### config.mk
export PLATFORM = sky130hd
export DESIGN_NAME = logic_unit_arbiter
export DESIGN_NICKNAME = d
export VERILOG_FILES = /design/src/rtl/logic_pkg.sv /design/src/rtl/logic_unit_16.sv /design/src/rtl/logic_unit_arbiter.sv
export SDC_FILE = /design/constraint.sdc
export NUM_CORES = 1
export LEC_CHECK = 0
export BUFFER_PORTS_ARGS = -buffer_cell sky130_fd_sc_hd__buf_2
export CAP_MARGIN = 30
export CORE_ASPECT_RATIO = 0.8
export CORE_UTILIZATION = 48
export CTS_BUF_LIST = sky130_fd_sc_hd__clkbuf_8
export DETAILED_ROUTE_END_ITERATION = 7
export GPL_TIMING_DRIVEN = 1
export HOLD_SLACK_MARGIN = 0.1
export PLACE_DENSITY = 0.86
export SLEW_MARGIN = 5
export SYNTH_ARGS = -nofsm -noshare
export SYNTH_HDL_FRONTEND = slang
export SYNTH_SLANG_ARGS = --single-unit
### constraint.sdc
create_clock -name clk -period 4.75 [get_ports clk]
set_input_delay 0.475 -clock clk [delete_from_list [all_inputs] [get_ports clk]]
set_output_delay 0.475 -clock clk [all_outputs]
set_load 0.01 [all_outputs]
### src/rtl/logic_pkg.sv
`default_nettype none
// logic_pkg: shared opcode/state encodings and word width for the shared logic unit.
package logic_pkg;

  localparam int WORD_W = 16;

  typedef enum logic [1:0] {
    OP_OR  = 2'b00,
    OP_AND = 2'b01,
    OP_XOR = 2'b10,
    OP_NOT = 2'b11
  } logic_op_t;

  typedef enum logic {
    IDLE = 1'b0,
    HOLD = 1'b1
  } arb_state_t;

endpackage
`default_nettype wire

### src/rtl/logic_unit_16.sv
`default_nettype none
// logic_unit_16: combinational bitwise OR/AND/XOR/NOT-A selector over one word.
module logic_unit_16
  import logic_pkg::*;
#(
  parameter int WIDTH = WORD_W
) (
  input  logic [WIDTH-1:0] a,
  input  logic [WIDTH-1:0] b,
  input  logic [1:0]       op,
  output logic [WIDTH-1:0] out
);

  logic [WIDTH-1:0] or_out;
  logic [WIDTH-1:0] and_out;
  logic [WIDTH-1:0] xor_out;
  logic [WIDTH-1:0] not_out;

  assign or_out  = a | b;
  assign and_out = a & b;
  assign xor_out = a ^ b;
  assign not_out = ~a;

  always_comb begin
    out = or_out;
    case (logic_op_t'(op))
      OP_OR:   out = or_out;
      OP_AND:  out = and_out;
      OP_XOR:  out = xor_out;
      OP_NOT:  out = not_out;
      default: out = or_out;
    endcase
  end

endmodule
`default_nettype wire

### src/rtl/logic_unit_arbiter.sv
`default_nettype none
// logic_unit_arbiter: round-robin sharing of one logic unit among N_REQ requesters,
// with a single registered, id-tagged result port.
module logic_unit_arbiter
  import logic_pkg::*;
#(
  parameter int N_REQ = 4,
  parameter int ID_W  = $clog2(N_REQ),
  parameter int WIDTH = WORD_W
) (
  input  logic                   clk,
  input  logic                   reset,
  input  logic [N_REQ-1:0]       req_valid,
  output logic [N_REQ-1:0]       req_ready,
  input  logic [N_REQ*WIDTH-1:0] req_a,
  input  logic [N_REQ*WIDTH-1:0] req_b,
  input  logic [N_REQ*2-1:0]     req_op,
  output logic                   rsp_valid,
  input  logic                   rsp_ready,
  output logic [ID_W-1:0]        rsp_id,
  output logic [WIDTH-1:0]       rsp_data
);

  arb_state_t       state;
  logic [ID_W-1:0]  rr_ptr;
  logic [ID_W-1:0]  winner;
  logic [ID_W-1:0]  cand;
  logic [ID_W-1:0]  next_ptr;
  logic             found;
  logic             can_accept;
  logic             accept;
  logic [WIDTH-1:0] win_a;
  logic [WIDTH-1:0] win_b;
  logic [1:0]       win_op;
  logic [WIDTH-1:0] lu_out;
  int               idx;

  assign can_accept = (state == IDLE) || ((state == HOLD) && rsp_ready);

  // Scan from rr_ptr upward with wrap; first asserted valid wins.
  always_comb begin
    found  = 1'b0;
    winner = '0;
    cand   = '0;
    idx    = 0;
    for (int k = 0; k < N_REQ; k++) begin
      idx = int'(rr_ptr) + k;
      if (idx >= N_REQ) idx = idx - N_REQ;
      cand = ID_W'(idx);
      if (!found && (|(req_valid & (N_REQ'(1) << cand)))) begin
        found  = 1'b1;
        winner = cand;
      end
    end
  end

  always_comb begin
    req_ready = '0;
    win_a     = '0;
    win_b     = '0;
    win_op    = '0;
    for (int i = 0; i < N_REQ; i++) begin
      if (winner == ID_W'(i)) begin
        req_ready[i] = found && can_accept && !reset;
        win_a        = req_a[i*WIDTH +: WIDTH];
        win_b        = req_b[i*WIDTH +: WIDTH];
        win_op       = req_op[i*2 +: 2];
      end
    end
  end

  assign accept   = |(req_valid & req_ready);
  assign next_ptr = (int'(winner) == N_REQ - 1) ? '0 : winner + 1'b1;

  logic_unit_16 #(
    .WIDTH(WIDTH)
  ) u_logic_unit (
    .a  (win_a),
    .b  (win_b),
    .op (win_op),
    .out(lu_out)
  );

  always_ff @(posedge clk) begin
    if (reset) begin
      state     <= IDLE;
      rsp_valid <= 1'b0;
      rsp_id    <= '0;
      rsp_data  <= '0;
      rr_ptr    <= '0;
    end else begin
      case (state)
        IDLE: begin
          if (accept) begin
            state     <= HOLD;
            rsp_valid <= 1'b1;
            rsp_id    <= winner;
            rsp_data  <= lu_out;
          end
        end
        HOLD: begin
          // Drain and refill on the same edge keeps one op per cycle.
          if (accept) begin
            rsp_valid <= 1'b1;
            rsp_id    <= winner;
            rsp_data  <= lu_out;
          end else if (rsp_ready) begin
            state     <= IDLE;
            rsp_valid <= 1'b0;
          end
        end
        default: begin
          state     <= IDLE;
          rsp_valid <= 1'b0;
        end
      endcase
      if (accept) rr_ptr <= next_ptr;
    end
  end

endmodule
`default_nettype wire

==> results of run 1 <==
area by class of cell:
cell class	count	area (um^2)
Clock buffer	4	55.1
Fill cell	557	2300
Inverter	69	259
Multi-Input combinational cell	273	2470
Sequential cell	22	440
Tap cell	84	105
Timing Repair Buffer	176	908
routing by layer:
layer  routed length (um)  part of all wire [%]  GRT usage [%]
met5                    0                     0              0
met1                 4380                    42           38.7
met2                 5250                    50           50.4
met4                   98                  0.93           5.15
met3                  774                   7.4           1.90
registers in the layout, summed over array words and instances, names as in the netlist:
register / cells
rr_ptr: 2
rsp_data: 16
rsp_id: 2
rsp_valid: 1
state: 1
worst max-delay path, delay by kind of cell (launching register included):
kind | cells | cell delay [ps]
flip-flops | 1 | 430
multiplexers | 1 | 460
AND/OR/NAND/NOR | 4 | 1270
buffers and inverters | 4 | 530
adder cells (fa/ha/maj) | 3 | 810
AO/OA/AOI/OAI | 4 | 830
cells in the final DEF (no fill, tap or decap), types with 2 or more instances in the layout:
master    count
a21o_1       16
o21ai_0       6
buf_4        11
clkbuf_8      4
dfxtp_1      22
ha_1         39
o211ai_1      2
a221oi_2     12
buf_2       165
a22oi_1       8
nor2_2        2
nand2_1       9
mux4_1        5
a211oi_2     11
a211oi_1      8
inv_1        68
a221o_1       3
a22o_1        5
nand2b_1      3
and2_1        5
mux4_2       10
o22ai_1      14
a21oi_1      26
nor3_1       17
a221oi_1     18
nor2_1       16
nor2b_1      17
metrics by stage:
stage	instances	setup WS, ps	power (mW)
2_1_floorplan	393	748	3.16
3_3_place_gp	624	547	3.80
3_5_place_dp	624	414	4.00
4_1_cts	628	366	4.16
5_1_grt	628	70.3	4.60
6_report	628	319	4.20
power groups by stage:
stage	Combinational, mW	Sequential [mW]	Clock (mW)
floorplan	2.86	0.307	0
global placement	3.51	0.287	0
detailed placement	3.71	0.290	0
CTS	3.74	0.286	0.139
global route	4.16	0.293	0.146
finish	3.78	0.286	0.137
worst max path at each step:
stage | end | slack, ps | depth (start not counted)
after floorplan | rsp_data[10] | 750 | 19
after global placement | rsp_data[2] | 550 | 14
after detailed placement | rsp_data[7] | 410 | 16
after CTS | rsp_data[7] | 370 | 17
after global routing | rsp_data[4] | 70 | 17
final | rsp_data[7] | 320 | 16
cell families after synthesis:
| kind of cell | count (synthesis) |
|---|---|
| AO/OA/AOI/OAI | 141 |
| adder cells (fa/ha/maj) | 40 |
| buffers and inverters | 98 |
| flip-flops | 22 |
| multiplexers | 16 |
| AND/OR/NAND/NOR | 76 |
==> flow_metrics.tcl, run 1 <==
set metrics [dict create \
    crit_required_ps 4940 \
    power.share.clock_pct 3.3 \
    firstDrtPassIters 5 \
    clk-insertion-delay-late_ps 260 \
    cp-end-kind "register" \
    drive_gt1_share_pct 40.6 \
    synth-seq-area-share_pct 13.3 \
    synth_cells 393 \
    path_cells "inv_1 > ha_1 > a22o_1 > or2_4 > nor3_1 > o32a_1 > ha_1 > nor2b_4 > buf_4 > a221oi_2 > nor2_1 > inv_1 > ha_1 > inv_1 > mux4_2 > a211oi_2" \
    whs_endpoint "rsp_valid" \
    synth_xor_area_share_pct 0 \
    synth_ff_type "dfxtp_1" \
    drt_iter0_drc 199 \
    drv_cap 0 \
    crit_type "register to register" \
    p_seq_share_pct 6.8 \
    post_cts_buffers 0 \
    synth-edff-count 0 \
    grt_max_degree 39 \
    slowest_delay_ps 580 \
    yosys.area_share.simple_pct 11.9 \
    p_leak_nw 2.18 \
    cts_hold_buf 0 \
    postRouteWirelength_um 10500 \
    max_slew_margin_pct 35.1 \
    fp-row-count 26 \
    syn2layout_area_growth_pct 27.5 \
    cpMaxStageDelayCell "nor2b_4" \
    synthMuxAreaShare_pct 11.0 \
    setup_violations 0 \
    synth_most_common_cell "inv_1" \
    powerDensity_nw_per_um2 992 \
    period_share_pct 93.3 \
    ys_top_cells_by_count "inv_1, ha_1, a21oi_1" \
    vdd_drop_max_mv 0.504 \
    synth_top_family_by_area "compound AO/OA/AOI/OAI gates" \
    run_status "finished, final reports clean" \
    async_reset_ff_share_pct 0 \
    setup_tns_ps 0 \
    synth_cell_types 48 \
    place_area_um2 4180 \
    power.internal_mw 2.02 \
    cts.htree.levels 1 \
    grt_pass1_wl_um 16400 \
    syn_nets 576 \
    initial_utilization_pct 50.8 \
    ys_warn_count 0 \
    reg2reg_slack_ps 320 \
    grt_pass1_vias 3435 \
    core_area_um2 6540 \
    worstReg2RegStart "rr_ptr[0]" \
    cts_tree "done" \
    dr_total_vias 3654 \
    worstMarginPinSlew_ps 973 \
    die_w_um 95.0 \
    cts_num_sinks 22 \
    arrival_ps 4620 \
    layout_min_cycle_time_ps 4430 \
    fin_skew_ps 2.03 \
    synth-seq-cells 22 \
    fin_util_pct 64.8 \
    ant_nets 0 \
    final_max_slew_viol_count 0 \
    place_congestion 0.891 \
    cts_root_buffer "clkbuf_8" \
    synth_area_um2 3320 \
    rsz0062_at_grt "no" \
    p_sw_share_pct 51.9 \
    io_buffers 165 \
    cts_buffers 3 \
    start_kind "register" \
    synth-compound-area-share_pct 35.9 \
    timing.hold.ws_ps 473 \
    clkTransAtPathRegs_ps 80 \
    ys_top_cells_by_area "ha_1, dfxtp_1, inv_1" \
    switchingPower_mw 2.18 \
    min_from "rsp_valid" \
    crit_fanout 24 \
    crit_path_start "rr_ptr[0]" \
    antenna_found_initial 0 \
    finalNetCount 728 \
    hold_depth 2 \
    synth_fa_ha_area_share_pct 15.1 \
    num_io_pins 166 \
    synth.avg_cell_area_um2 8.45 \
    yosys.area.top_type "ha_1" \
    rr_endpoint "rsp_data[7]" \
    hp-class "register to register" \
    vias_per_cell 5.82 \
    die-area_um2 7260 \
    final_area_um2 4230 \
    cts-resized-gates 0 \
    clk_path_buf_depth 2 \
    dieHeight_um 76.4 \
    grt_usage_pct 28.8 \
    antenna_cells 0 \
    drc 0 \
    fmax_mhz 226 \
    final-hold-violation-count 0 \
    combPwrFrac_pct 89.9 \
    wl_per_cell_um 16.7 \
    globalRoute.totalOverflow 0 \
    synth_top_area_share_pct 15.1 \
    dp_hpwl_um 8520 \
    ff2ff_path_depth 16 \
]
No activity file was read; power rests on OpenSTA's default activity.
==> run 2: changes to the inputs <==
Settings changed: CORE_ASPECT_RATIO 0.8 to not set.
==> run 2 against run 1 <==
  * Core utilization rose by 0.21 points
  * First-iteration DRC count rose by 10%
  * Critical path depth is 1 higher
  * Hold slack worse by 16 ps
  * Count of clock-buffer cells in the layout is 1 lower
  * Clock power is 16% lower
  * Final cell count fell by 1.1%
  * Clock skew increased by 0.71 ps
  * Total power is 1.9% lower
==> flow_metrics.tcl, run 2 (synthesized netlist as in run 1, its figures left out) <==
set metrics [dict create \
    dp_hpwl_um 8380 \
    crit_fanout 9 \
    cts_root_buffer "clkbuf_8" \
    ant_nets 0 \
    arrival_ps 4490 \
    min_from "rsp_valid" \
    reg2reg_slack_ps 440 \
    vias_per_cell 5.97 \
    die_w_um 85.2 \
    fin_skew_ps 2.74 \
    wl_met1_um 4300 \
    drive_gt1_share_pct 40.6 \
    switchingPower_mw 2.13 \
    grt_usage_pct 28.7 \
    cts_tree "done" \
    cts-resized-gates 0 \
    setup_violations 0 \
    dp_slack_ps 500 \
    io_buffers 165 \
    start_kind "register" \
    p_sw_share_pct 51.6 \
    syn2layout_area_growth_pct 27.1 \
    vdd_drop_max_mv 0.542 \
    clk_path_buf_depth 2 \
    cts.htree.levels 1 \
    layout_common_cells "buf_2, inv_1, ha_1, a21oi_1, dfxtp_1" \
    rsz0062_at_grt "no" \
    ff_latch_area_um2 440 \
    cts_num_sinks 22 \
    top_register "rsp_data" \
    final_common_cell "buf_2" \
    drc 0 \
    die-area_um2 7250 \
    core_area_um2 6490 \
    hold_depth 2 \
    crit_type "register to register" \
    finalNetCount 729 \
    initial_utilization_pct 51.1 \
    clkTransAtPathRegs_ps 80 \
    period_share_pct 90.7 \
    drv_cap 0 \
    worstMarginPinSlew_ps 600 \
    antenna_cells 0 \
    place_congestion 0.850 \
    multi_input_area_um2 2470 \
    whs_endpoint "rsp_valid" \
    power.share.clock_pct 2.8 \
    final_max_slew_viol_count 0 \
    powerDensity_nw_per_um2 976 \
    wl_per_cell_um 16.9 \
    fp-row-count 29 \
    firstDrtPassIters 5 \
    antenna_found_initial 0 \
    setup_tns_ps 0 \
    worst_slack_ps 444 \
    grt_pass1_vias 3672 \
    dieHeight_um 85.2 \
    maxUsedRoutingLayer "met4" \
    routed-wl-met3_um 874 \
    postRouteWirelength_um 10500 \
    met2_wirelength_um 5160 \
    max_slew_margin_pct 60.0 \
    cts_buffers 3 \
    clk-insertion-delay-late_ps 260 \
    fmax_mhz 232 \
    worstReg2RegStart "rr_ptr[0]" \
    drt_iter0_drc 219 \
    grt_max_degree 39 \
    crit_path_start "rr_ptr[0]" \
    n_fill_cell 577 \
    power.internal_mw 1.99 \
    crit_required_ps 4940 \
    globalRoute.totalOverflow 0 \
    layout_min_cycle_time_ps 4310 \
    p_leak_nw 2.18 \
    hp-class "register to register" \
    ff2ff_path_depth 17 \
    rr_endpoint "rsp_data[6]" \
    post_cts_buffers 0 \
    dr_total_vias 3708 \
    grt_pass1_wl_um 16700 \
    largest_reg_flops 16 \
    num_io_pins 166 \
    cts_hold_buf 0 \
    cp-end-kind "register" \
    timing.hold.ws_ps 456 \
    combPwrFrac_pct 90.2 \
    p_seq_share_pct 7.0 \
    largest_registers "rsp_data (16), rr_ptr (2), rsp_id (2)" \
    final-hold-violation-count 0 \
    run_status "finished, final reports clean" \
]
[run 2: layer usage]
metal / vias to the layer above / global-route usage [%]
met5: - / 0
met3: 18 / 3.99
met1: 1734 / 36.6
met4: 0 / 7.55
li1: 1752 / -
met2: 204 / 51.0
[run 2: worst max-delay path: stages, from the launching register on]
cell,delay [ps]
dfxtp_1,420
inv_1,90
ha_1,260
a22o_1,240
or2_4,280
nor3_1,200
o32a_1,280
inv_1,90
ha_1,260
nand2b_1,370
buf_4,270
o22ai_1,100
nor2_1,220
inv_1,70
ha_1,280
inv_1,40
mux4_1,520
a211oi_2,220
[run 2: power groups by stage]
stage	Sequential, mW	Combinational [mW]	Clock (mW)
after global placement	0.292	3.45	0
after floorplan	0.307	2.86	0
after global routing	0.296	4.12	0.127
after detailed placement	0.292	3.67	0
final	0.290	3.71	0.115
after CTS	0.288	3.69	0.116
[run 2: per-stage QoR]
| stage | util, % | cells | cell area (um^2) | power (mW) |
|---|---|---|---|---|
| final | 65.0 | 621 | 4220 | 4.12 |
| after global routing | 65.0 | 621 | 4220 | 4.54 |
| after CTS | 65.0 | 621 | 4220 | 4.09 |
| after detailed placement | 64.3 | 618 | 4180 | 3.96 |
| after global placement | 64.3 | 618 | 4180 | 3.74 |
| after floorplan | - | 393 | 3320 | 3.16 |
[run 2: worst max-delay path by stage]
stage | end | cells after the start
floorplan | rsp_data[10] | 19
global placement | rsp_data[9] | 17
detailed placement | rsp_data[9] | 17
CTS | rsp_data[9] | 17
global route | rsp_data[9] | 17
finish | rsp_data[6] | 17
[run 2: final cells by class]
type / instances / share of cell area, %
Clock buffer: 3 / 0.979
Timing Repair Buffer: 177 / 21.7
Inverter: 69 / 6.14
Multi-Input combinational cell: 273 / 58.5
Sequential cell: 22 / 10.4
Tap cell: 77 / 2.28
==> run 3: changes to the inputs <==
Settings changed: CORE_MARGIN set to 10, CORE_UTILIZATION 48 to 47, CTS_BUF_LIST sky130_fd_sc_hd__clkbuf_8 to sky130_fd_sc_hd__clkbuf_16, PLACE_DENSITY 0.86 to 0.85.
Clock period 4.75 ns to 4.2 ns, I/O delays scaled along.
==> run 3 against run 2 <==
  * Core utilization decreased by 0.82 points
  * Cell area rose by 3.9%
  * Critical endpoint is now rsp_data[1]
  * Setup slack worse by 200 ps
  * Die area rose by 49%
  * Sequential power increased by 12%
  * Count of clock-buffer cells in the layout unchanged
  * Total power rose by 19%
  * Clock power increased by 76%
  * Sequential cell count unchanged
  * Critical path type unchanged
  * Maximum frequency increased by 8.8%
  * Largest power group unchanged
==> flow_metrics.tcl, run 3 (synthesized netlist as in run 1, its figures left out) <==
set metrics [dict create \
    path_buf_inv 5 \
    arrival_ps 4130 \
    slowest_delay_ps 490 \
    dr_total_vias 3755 \
    syn2layout_area_growth_pct 32.0 \
    hp-class "input port to register" \
    grt_pass1_wl_um 19100 \
    num_io_pins 166 \
    clk-insertion-delay-late_ps 250 \
    worstMarginPinSlew_ps 986 \
    layout_common_cells "buf_2, inv_1, ha_1, a21oi_1, dfxtp_1" \
    cts_root_buffer "clkbuf_16" \
    fin_skew_ps 1.21 \
    fp-row-count 30 \
    path_common_cell "inv_1" \
    cpMaxStageDelayCell "mux4_1" \
    crit_required_ps 4370 \
    drv_cap 0 \
    final_max_slew_viol_count 0 \
    wl_per_cell_um 18.8 \
    grt_busiest_layer "met2" \
    die-area_um2 10800 \
    drive_gt1_share_pct 43.2 \
    ff2ff_path_depth 17 \
    core_area_um2 6830 \
    grtUsageMet1_pct 23.8 \
    run_status "finished, final reports clean" \
    clk_path_buf_depth 2 \
    ant_nets 0 \
    setup_violations 0 \
    antenna_found_initial 0 \
    grt_pass1_vias 3913 \
    powerDensity_nw_per_um2 1120 \
    start_kind "register" \
    place_congestion 0.859 \
    antenna_cells 0 \
    cp_top_family "compound AO/OA/AOI/OAI gates" \
    cp-end-kind "register" \
    largest_registers "rsp_data (16), rr_ptr (2), rsp_id (2)" \
    max_slew_margin_pct 34.2 \
    fmax_mhz 253 \
    crit_path_start "rr_ptr[0]" \
    grt_use_met3_pct 5.70 \
    grt_max_degree 35 \
    top_register "rsp_data" \
    worstReg2RegStart "rr_ptr[0]" \
    final_common_cell "buf_2" \
    cts_tree "done" \
    globalRoute.totalOverflow 0 \
    cts_num_sinks 22 \
    final-hold-violation-count 0 \
    finalNetCount 733 \
    crit_type "register to register" \
    io_buffers 165 \
    period_share_pct 94.2 \
    reg2reg_slack_ps 240 \
    grt_util_met2_pct 36.5 \
    die_w_um 104 \
    vdd_drop_max_mv 0.573 \
    clkTransAtPathRegs_ps 60 \
    initial_utilization_pct 48.6 \
    rr_endpoint "rsp_data[1]" \
    crit_fanout 8 \
    largest_reg_flops 16 \
    vias_per_cell 5.82 \
    timing.hold.ws_ps 450 \
    p_leak_nw 2.22 \
    drc 0 \
    cts_buffers 3 \
    dieHeight_um 104 \
    cp.depth 17 \
    grt_usage_pct 20.7 \
    dp_hpwl_um 9970 \
    layout_min_cycle_time_ps 3960 \
    firstDrtPassIters 5 \
    setup_tns_ps 0 \
    critPathCapture "rsp_data[1]" \
    path_cells "inv_1 > ha_2 > a22o_1 > or2_4 > mux2i_1 > o32a_1 > inv_1 > ha_1 > or2_1 > buf_4 > a221oi_2 > nor2_1 > inv_1 > ha_1 > inv_1 > mux4_1 > a211oi_1" \
    rsz0062_at_grt "no" \
    drt_iter0_drc 335 \
    postRouteWirelength_um 12100 \
    cts.htree.levels 1 \
]
## run 3: layer usage
metal	vias up	routed length (um)
met5	-	0
met4	0	276
met3	24	1130
met2	207	5960
met1	1763	4740
li1	1761	-
## run 3: how the worst min path moves through the flow
stage               from         to  slack, ps  depth (start not counted)
4_1_cts        rsp_ready  rsp_valid        450                          4
3_5_place_dp   rsp_valid  rsp_valid        450                          2
5_1_grt        rsp_ready  rsp_valid        460                          4
3_3_place_gp   rsp_valid  rsp_valid        440                          2
6_report       rsp_ready  rsp_valid        450                          4
2_1_floorplan      state      state        460                          2
## run 3: final cells by class
cell class                 count  area (um^2)
multi-input combinational    273         2500
fill                         588         2450
timing repair buffer         181          980
sequential                    22          443
inverter                      69          259
tap                           96          120
clock buffer                   3         75.1
clock inverter                 1         3.75
## run 3: stage by stage
stage / power (mW) / setup slack, ps / utilization [%] / std cells / area, um^2
detailed placement: 4.54 / 109 / 62.0 / 640 / 4240
global placement: 4.30 / 273 / 62.0 / 640 / 4240
finish: 4.91 / 244 / 64.1 / 645 / 4380
global route: 5.39 / 12.2 / 64.1 / 645 / 4380
CTS: 4.77 / 103 / 63.2 / 644 / 4320
floorplan: 3.58 / 198 / - / 393 / 3320
## run 3: tightest hold or removal path: cells and delay by family
family	cells	cell delay [ps]
buffers and inverters	1	80
AOI/OAI and AO/OA	1	50
and+or+nand+nor	2	100
## run 3: repair_timing
| item | in CTS | in global routing |
|---|---|---|
| endpoints found under the setup margin | 0 | 15 |
| setup buffers | 0 | 0 |
| endpoints found under the hold margin | 0 | 0 |
| hold buffers | 0 | 0 |
| resized for setup | 0 | 15 |
## run 3: where the power goes
part / internal, mW / switching (mW) / total, mW
Clock: 0.127 / 0.0753 / 0.202
Combinational: 2.03 / 2.36 / 4.39
Sequential: 0.282 / 0.0437 / 0.325
